**src/rtl/seq_shifter_pkg.sv**
```systemverilog
// Shared types and constants for the sequential one-bit-per-cycle shifter.
package seq_shifter_pkg;

  typedef enum logic [1:0] {
    IDLE  = 2'd0,
    SHIFT = 2'd1,
    DONE  = 2'd2
  } state_t;

  localparam logic DIR_LEFT   = 1'b1;
  localparam logic DIR_RIGHT  = 1'b0;
  localparam logic FILL_ARITH = 1'b1;
  localparam logic FILL_LOGIC = 1'b0;

endpackage

```
**src/rtl/mux21.sv**
```systemverilog
// Single-bit 2:1 multiplexer primitive shared with the barrel shifter.
module mux21 (
  input  logic d0,
  input  logic d1,
  input  logic sel,
  output logic y
);

  assign y = sel ? d1 : d0;

endmodule

```
**src/rtl/shift1.sv**
```systemverilog
// Combinational one-position shifter: left with zero fill, or right with
// zero/sign fill, built bitwise from mux21 to mirror the barrel shifter.
module shift1
  import seq_shifter_pkg::*;
#(
  parameter int WIDTH = 8
) (
  input  logic [WIDTH-1:0] data,
  input  logic             LR,
  input  logic             AL,
  output logic [WIDTH-1:0] shifted
);

  logic             fill;
  logic             sel_left;
  logic             sel_arith;
  logic [WIDTH-1:0] shl;
  logic [WIDTH-1:0] shr;

  assign sel_left  = (LR == DIR_LEFT);
  assign sel_arith = (AL == FILL_ARITH);

  mux21 u_fill (
    .d0  (1'b0),
    .d1  (data[WIDTH-1]),
    .sel (sel_arith),
    .y   (fill)
  );

  assign shl = {data[WIDTH-2:0], 1'b0};
  assign shr = {fill, data[WIDTH-1:1]};

  for (genvar i = 0; i < WIDTH; i++) begin : g_bit
    mux21 u_bit (
      .d0  (shr[i]),
      .d1  (shl[i]),
      .sel (sel_left),
      .y   (shifted[i])
    );
  end

endmodule

```
**src/rtl/seq_shifter.sv**
```systemverilog
// Multi-cycle shift unit: accepts one request, shifts one position per clock,
// and holds the result until the consumer takes it.
module seq_shifter
  import seq_shifter_pkg::*;
#(
  parameter int WIDTH = 8,
  parameter int SHW   = $clog2(WIDTH)
) (
  input  logic             clk,
  input  logic             rst_n,
  input  logic             in_valid,
  output logic             in_ready,
  input  logic [WIDTH-1:0] din,
  input  logic [SHW-1:0]   shamt,
  input  logic             LR,
  input  logic             AL,
  output logic             out_valid,
  input  logic             out_ready,
  output logic [WIDTH-1:0] dout
);

  state_t           state_q, state_d;
  logic [WIDTH-1:0] data_q;
  logic [WIDTH-1:0] data_sh;
  logic [SHW-1:0]   cnt_q;
  logic             lr_q;
  logic             al_q;
  logic             accept;

  shift1 #(.WIDTH(WIDTH)) u_shift1 (
    .data    (data_q),
    .LR      (lr_q),
    .AL      (al_q),
    .shifted (data_sh)
  );

  assign in_ready  = (state_q == IDLE);
  assign out_valid = (state_q == DONE);
  assign dout      = data_q;
  assign accept    = in_valid && in_ready;

  always_comb begin
    state_d = state_q;
    unique case (state_q)
      IDLE:    if (accept) state_d = (shamt != '0) ? SHIFT : DONE;
      SHIFT:   if (cnt_q == SHW'(1)) state_d = DONE;
      DONE:    if (out_ready) state_d = IDLE;
      default: state_d = IDLE;
    endcase
  end

  // Operands are latched only at acceptance; later input changes are ignored.
  always_ff @(posedge clk or negedge rst_n) begin
    if (!rst_n) begin
      state_q <= IDLE;
      data_q  <= '0;
      cnt_q   <= '0;
      lr_q    <= DIR_RIGHT;
      al_q    <= FILL_LOGIC;
    end else begin
      state_q <= state_d;
      if (accept) begin
        data_q <= din;
        cnt_q  <= shamt;
        lr_q   <= LR;
        al_q   <= AL;
      end else if (state_q == SHIFT) begin
        data_q <= data_sh;
        cnt_q  <= cnt_q - SHW'(1);
      end
    end
  end

endmodule

```
**config.mk**
```make
export PLATFORM = sky130hd
export DESIGN_NAME = seq_shifter
export DESIGN_NICKNAME = d
export VERILOG_FILES = /design/src/rtl/seq_shifter_pkg.sv /design/src/rtl/mux21.sv /design/src/rtl/shift1.sv /design/src/rtl/seq_shifter.sv
export SDC_FILE = /design/constraint.sdc
export NUM_CORES = 1
export LEC_CHECK = 0
export ABC_AREA = 1
export ABC_CLOCK_PERIOD_IN_PS = 2400
export CAP_MARGIN = 20
export CORE_MARGIN = 8
export CORE_UTILIZATION = 51
export DETAILED_ROUTE_END_ITERATION = 12
export PLACE_DENSITY_LB_ADDON = 0.1
export SYNTH_ARGS = -nofsm -noshare
export SYNTH_HDL_FRONTEND = slang
export SYNTH_SLANG_ARGS = --single-unit
```
**constraint.sdc**
```tcl
create_clock -name clk -period 2.4 [get_ports clk]
set_input_delay 0.36 -clock clk [delete_from_list [all_inputs] [get_ports clk]]
set_output_delay 0.36 -clock clk [all_outputs]
set_load 0.03 [all_outputs]
```
==> run metrics, run 1 <==
area of the multi-input gates 479 µm²; CP Class reg -> out; syn nets 166; Post-DP Area 1220 µm²; total clock sinks 15; Critical Path RT 2.04 ns; Rows 16; worst relative slew slack 53.6%; Total Die Area 3680 µm²; total iterations of the first detailed-routing run 4; DRT Wirelength 2350 µm; antenna cells 0; Post-CTS Setup Inserts 0; register area share after synthesis 36.9%; Inst Count DP 189; largest net degree at the start of global routing 16; Hold Path Class in -> async; Vias/cell 4.89; WL per Instance 12.2 µm; DRC violations left 0; DPL Wire Length 1790 µm; Static Leak 0.667 nW; Layout Cells excl Fill 193; WP data arrival 1.63 ns; I/O Buffers 26; FF-to-FF setup slack 1.10 ns; CP max FO 4; global-route usage over all layers 14.3%; max-slew violations 0; GPL Wtd Cong 0.876; Tcrit/Tclk final 82.9%; Final ANT Viol Nets 0; Vert. Die Dim 60.7 µm; Fin. Hold Viols 0; grt ovf 0; layout cells sized above 1 6.02%; fillers 188; Synth Register Bits 15; Resize count post-CTS 0; clock slew at the register clock pins of the worst setup and hold paths 0.09 ns; Post-Layout Inst Area 1250 µm²; CTS buffer count 3; routed vias 944; critical path capture point type output pin; Top Ports 27; worst slew pin tran 0.694 ns; starting density of the core 52.9%; TNS Setup 0 ns; Area Overhead vs Synth 22.9%; Seq. cell area 375 µm²; htree depth 1; Core Box Area 1920 µm²; die width 60.7 µm; # hold bufs at CTS 0; first-pass GRT wire length 3980 µm; vias in the first global route 880; clk_skew 0.00105 ns; Synthesis Warnings 0; CTS tree built; max-cap violations 0; post-synth cell types 20; Skew-Pair Late Insertion Delay 0.28 ns; initial antenna violation count 0; mapped cell area 1020 µm²; pwr/cell area 1240 nW/µm²; Setup violations, final 0; DR iter-0 viols 31; fin nets 186; f_max 503 MHz; minimum period implied by the final worst setup slack 1.99 ns; syn avg cell area 6.92 µm²; Startpoint Class flop; RSZ-0062 raised after global routing no; run status complete, no violations; clk root buf clkbuf_4; Syn Inst Count 147; worst IR drop on VDD 0.797 mV; maximum root-to-sink buffer count 2
-- registers in the layout, indices dropped and copies added (netlist names) --
name,count
dout,8
cnt_q,3
state_q,2
al_q,1
lr_q,1
-- worst paths after layout --
kind / from / endpoint / cells after the start
max: state_q[1] / out_valid / 3
min: rst_n / dout[1] / 1
max reg2reg: state_q[0] / al_q / 6
min reg2reg: dout[0] / dout[0] / 2
max in group asynchronous: rst_n / dout[7] / 1
min in group clk: dout[0] / dout[0] / 2
-- synth_stat cells --
library cell,number,share of area (%)
buf_2,1,0.49
buf_4,10,7.4
buf_6,2,2.2
clkinv_1,1,0.37
dfrtp_1,15,37
ha_1,2,2.5
inv_1,15,5.5
nand2_1,67,25
nand2_2,1,0.62
nand2_4,1,1.1
nand3_1,15,7.4
nand3b_1,3,2.2
nor2_1,4,1.5
nor2_2,1,0.62
nor2_4,1,1.1
o211ai_1,2,1.5
o21ai_0,3,1.5
o21ai_2,1,0.86
o21bai_1,1,0.74
xor2_1,1,0.86
-- cells by family after synthesis --
logic type / Yosys count / synth area share [%]
AO/OA/AOI/OAI: 7 / 4.55
XOR/XNOR: 1 / 0.861
adder cells (fa/ha/maj): 2 / 2.46
buffers and inverters: 29 / 16.0
flip-flops: 15 / 36.9
AND/OR/NAND/NOR: 93 / 39.2
-- power by group --
group | switching [mW] | internal [mW]
Clock | 0.0845 | 0.0645
Sequential | 0.122 | 0.367
Combinational | 0.551 | 0.362
-- through the flow --
| step | utilization [%] | worst slack [ns] | total power, mW | hold slack, ns |
|---|---|---|---|---|
| global placement | 63.7 | 0.724 | 1.39 | 0.497 |
| finish | 65.0 | 0.411 | 1.55 | 0.488 |
| floorplan | - | 1.12 | 1.21 | 0.0644 |
| CTS | 65.0 | 0.389 | 1.56 | 0.512 |
| global route | 65.0 | 0.303 | 1.70 | 0.536 |
| detailed placement | 63.7 | 0.665 | 1.41 | 0.515 |
-- worst max-delay path, stage by stage, from the launching register on --
cell and delay [ns]:
dfrtp_1 0.45, inv_1 0.11, nor2_1 0.10, clkdlybuf4s50_1 0.68
-- placed cells by master (no fill, tap or decap) --
cell type        netlist  final
nand2_1               67     67
clkdlybuf4s50_1        0     26
inv_1                 15     15
nand3_1               15     15
dfrtp_1               15     15
nor2_1                 4      4
o21ai_0                3      3
nand3b_1               3      3
clkbuf_4               0      3
o211ai_1               2      2
ha_1                   2      2
buf_4                 10      2
nor2_4                 1      1
nand2_4                1      1
o21ai_2                1      1
nor2_2                 1      1
clkinv_1               1      1
o21bai_1               1      1
nand2_2                1      1
xor2_1                 1      1
clkbuf_1               0      1
-- per-layer routing --
layer	track usage [%]	share of wire, %	wire length [µm]	vias to the layer above
li1	-	-	-	480
met1	17.8	46	1070	434
met2	23.1	48	1120	24
met3	3.18	4.9	116	6
met4	5.98	1.6	38	0
met5	0	0	0	-
-- final cells by class --
class / instances / area share [%]
Multi-Input combinational cell: 103 / 38.3
Timing Repair Buffer: 28 / 22.0
Sequential cell: 15 / 30.0
Tap cell: 27 / 2.70
Inverter: 16 / 4.80
Clock buffer: 4 / 2.10
No activity file was read; power rests on OpenSTA's default activity.
==> inputs of run 2 (changes only) <==
Settings changed: ABC_CLOCK_PERIOD_IN_PS 2400 to 1700, CORE_UTILIZATION 51 to 43.
Clock period 2.4 ns to 1.7 ns, I/O delays scaled along.
==> run 2 against run 1 <==
  * Global-route usage is 2.0 points lower
  * Sequential power increased by 35%
  * Setup slack got worse by 0.36 ns
  * Combinational power increased by 46%
  * Worst hold slack lost 0.23 ns
  * Core utilization shrank 7.2 points
  * Die area increased by 14%
  * Sequential share of layout area down 0.96 points
  * Critical endpoint is now dout[4]
  * Largest cell class unchanged
==> run metrics, run 2 (synthesis gave the netlist of run 1 again) <==
initial antenna violation count 0 (unchanged); clock slew at the register clock pins of the worst setup and hold paths 0.11 ns (+0.02 ns); Final ANT Viol Nets 0 (unchanged); CP Buf/Inv Count 1 (-1); worst slew pin tran 0.324 ns (-0.370 ns); pwr/cell area 1710 nW/µm² (+38%); WL per Instance 12.2 µm (about the same); clk root buf clkbuf_4; first-pass GRT wire length 4200 µm (+5.4%); vias in the first global route 938 (+6.6%); CTS buffer count 3 (unchanged); fillers 222 (+18%); GPL Wtd Cong 0.771 (-12%); FF-to-FF setup slack 0.45 ns (-0.65 ns); Static Leak 0.744 nW (+12%); Seq. cell area 375 µm² (unchanged); max-slew violations 0 (unchanged); DRT Wirelength 2410 µm (+2.6%); I/O Buffers 26 (unchanged); fin nets 190 (+2.2%); minimum period implied by the final worst setup slack 1.65 ns; DRC violations left 0 (unchanged); most frequent cells in the layout 67 x nand2_1, 20 x clkdlybuf4s50_1, 15 x inv_1, 15 x nand3_1, 15 x dfrtp_1; Hold Path Class in -> async; Critical Path RT 1.44 ns (-0.60 ns); DR iter-0 viols 38 (+23%); CP Class reg -> out; worst relative slew slack 78.4% (+25 points); Layout Utilization 57.8% (-7.2 points); commonest non-fill, non-tap cell in the layout nand2_1; htree depth 1 (unchanged); Tcrit/Tclk final 96.8%; critical path capture point type output pin; RSZ-0062 raised after global routing no; CP peak stage delay 0.69 ns (about the same); Core Box Area 2230 µm² (+16%); Slowest cell on crit path clkdlybuf4s50_1; critical path's top delay family buffers and inverters; Vert. Die Dim 64.6 µm (+6.6%); Fin. Hold Viols 0 (unchanged); Top Ports 27 (unchanged); maximum root-to-sink buffer count 2 (unchanged); Setup violations, final 0 (unchanged); CP max FO 4 (unchanged); number of flip-flops in the largest register 8 (unchanged); Skew-Pair Late Insertion Delay 0.30 ns (+0.02 ns); die width 64.6 µm (+6.6%); Total Die Area 4180 µm² (+14%); Startpoint Class flop; area of the multi-input gates 479 µm² (unchanged); max-cap violations 0 (unchanged); f_max 607 MHz; grt ovf 0 (unchanged); run status complete, no violations; largest net degree at the start of global routing 16 (unchanged); worst IR drop on VDD 1.02 mV (+27%); routed vias 935 (-0.95%); layout cells sized above 1 9.41% (+3.4 points); antenna cells 0 (unchanged); CTS tree built; Post-CTS Setup Inserts 0 (unchanged); crit path cell chain clkdlybuf4s50_1; Rows 17 (+1); Area Overhead vs Synth 26.9%; total iterations of the first detailed-routing run 4 (unchanged); TNS Setup 0 ns (unchanged); clk_skew 0.0169 ns (+0.0159 ns); starting density of the core 45.5% (-7.4 points); DPL Wire Length 1830 µm (+2.5%); total clock sinks 15 (unchanged); WP data arrival 1.39 ns (-0.24 ns); Vias/cell 4.72 (-3.5%); global-route usage over all layers 12.3% (-2.0 points)
## run 2: worst paths after layout
check	from	end	depth (start not counted)
setup reg to reg	state_q[1]	cnt_q[1]	6
hold reg to reg	dout[0]	dout[0]	2
min in group clk	AL	al_q	3
setup / recovery	dout[4]	dout[4]	1
hold / removal	rst_n	dout[2]	2
max in group asynchronous	rst_n	dout[6]	2
## run 2: cell type report
| type | instances | area share, % |
|---|---|---|
| clock inverter | 1 | 0.581 |
| inverter | 16 | 4.65 |
| clock buffer | 3 | 1.74 |
| sequential | 15 | 29.1 |
| multi-input combinational | 103 | 37.1 |
| timing repair buffer | 32 | 24.1 |
| tap | 28 | 2.71 |
## run 2: timing repair
action	4_1_cts	5_1_grt
endpoints found under the setup margin	1	4
gates cloned	0	0
hold endpoints to repair	0	0
hold buffers	0	0
resized for setup	1	4
## run 2: metal layers
layer | part of all wire, % | GRT usage [%] | vias to the layer above
li1 | - | - | 495
met1 | 45 | 14.2 | 418
met5 | 0 | 0 | -
met4 | 1.9 | 4.90 | 0
met3 | 4.7 | 3.09 | 5
met2 | 48 | 21.2 | 17
## run 2: stage by stage
stage                     instance area [µm²]  setup slack (ns)  power [mW]  hold WS (ns)  cells
final                                    1290            0.0538        2.21         0.254    198
after global routing                     1290            0.0132        2.44         0.263    198
after CTS                                1280            0.0204        2.25         0.254    198
after detailed placement                 1250             0.231        2.03         0.498    194
after global placement                   1250             0.271        2.00         0.502    194
after floorplan                          1020             0.528        1.71       -0.0406    147
## run 2: report_power, final
part	switching [mW]	internal, mW
Clock	0.132	0.0897
Sequential	0.144	0.517
Combinational	0.805	0.524
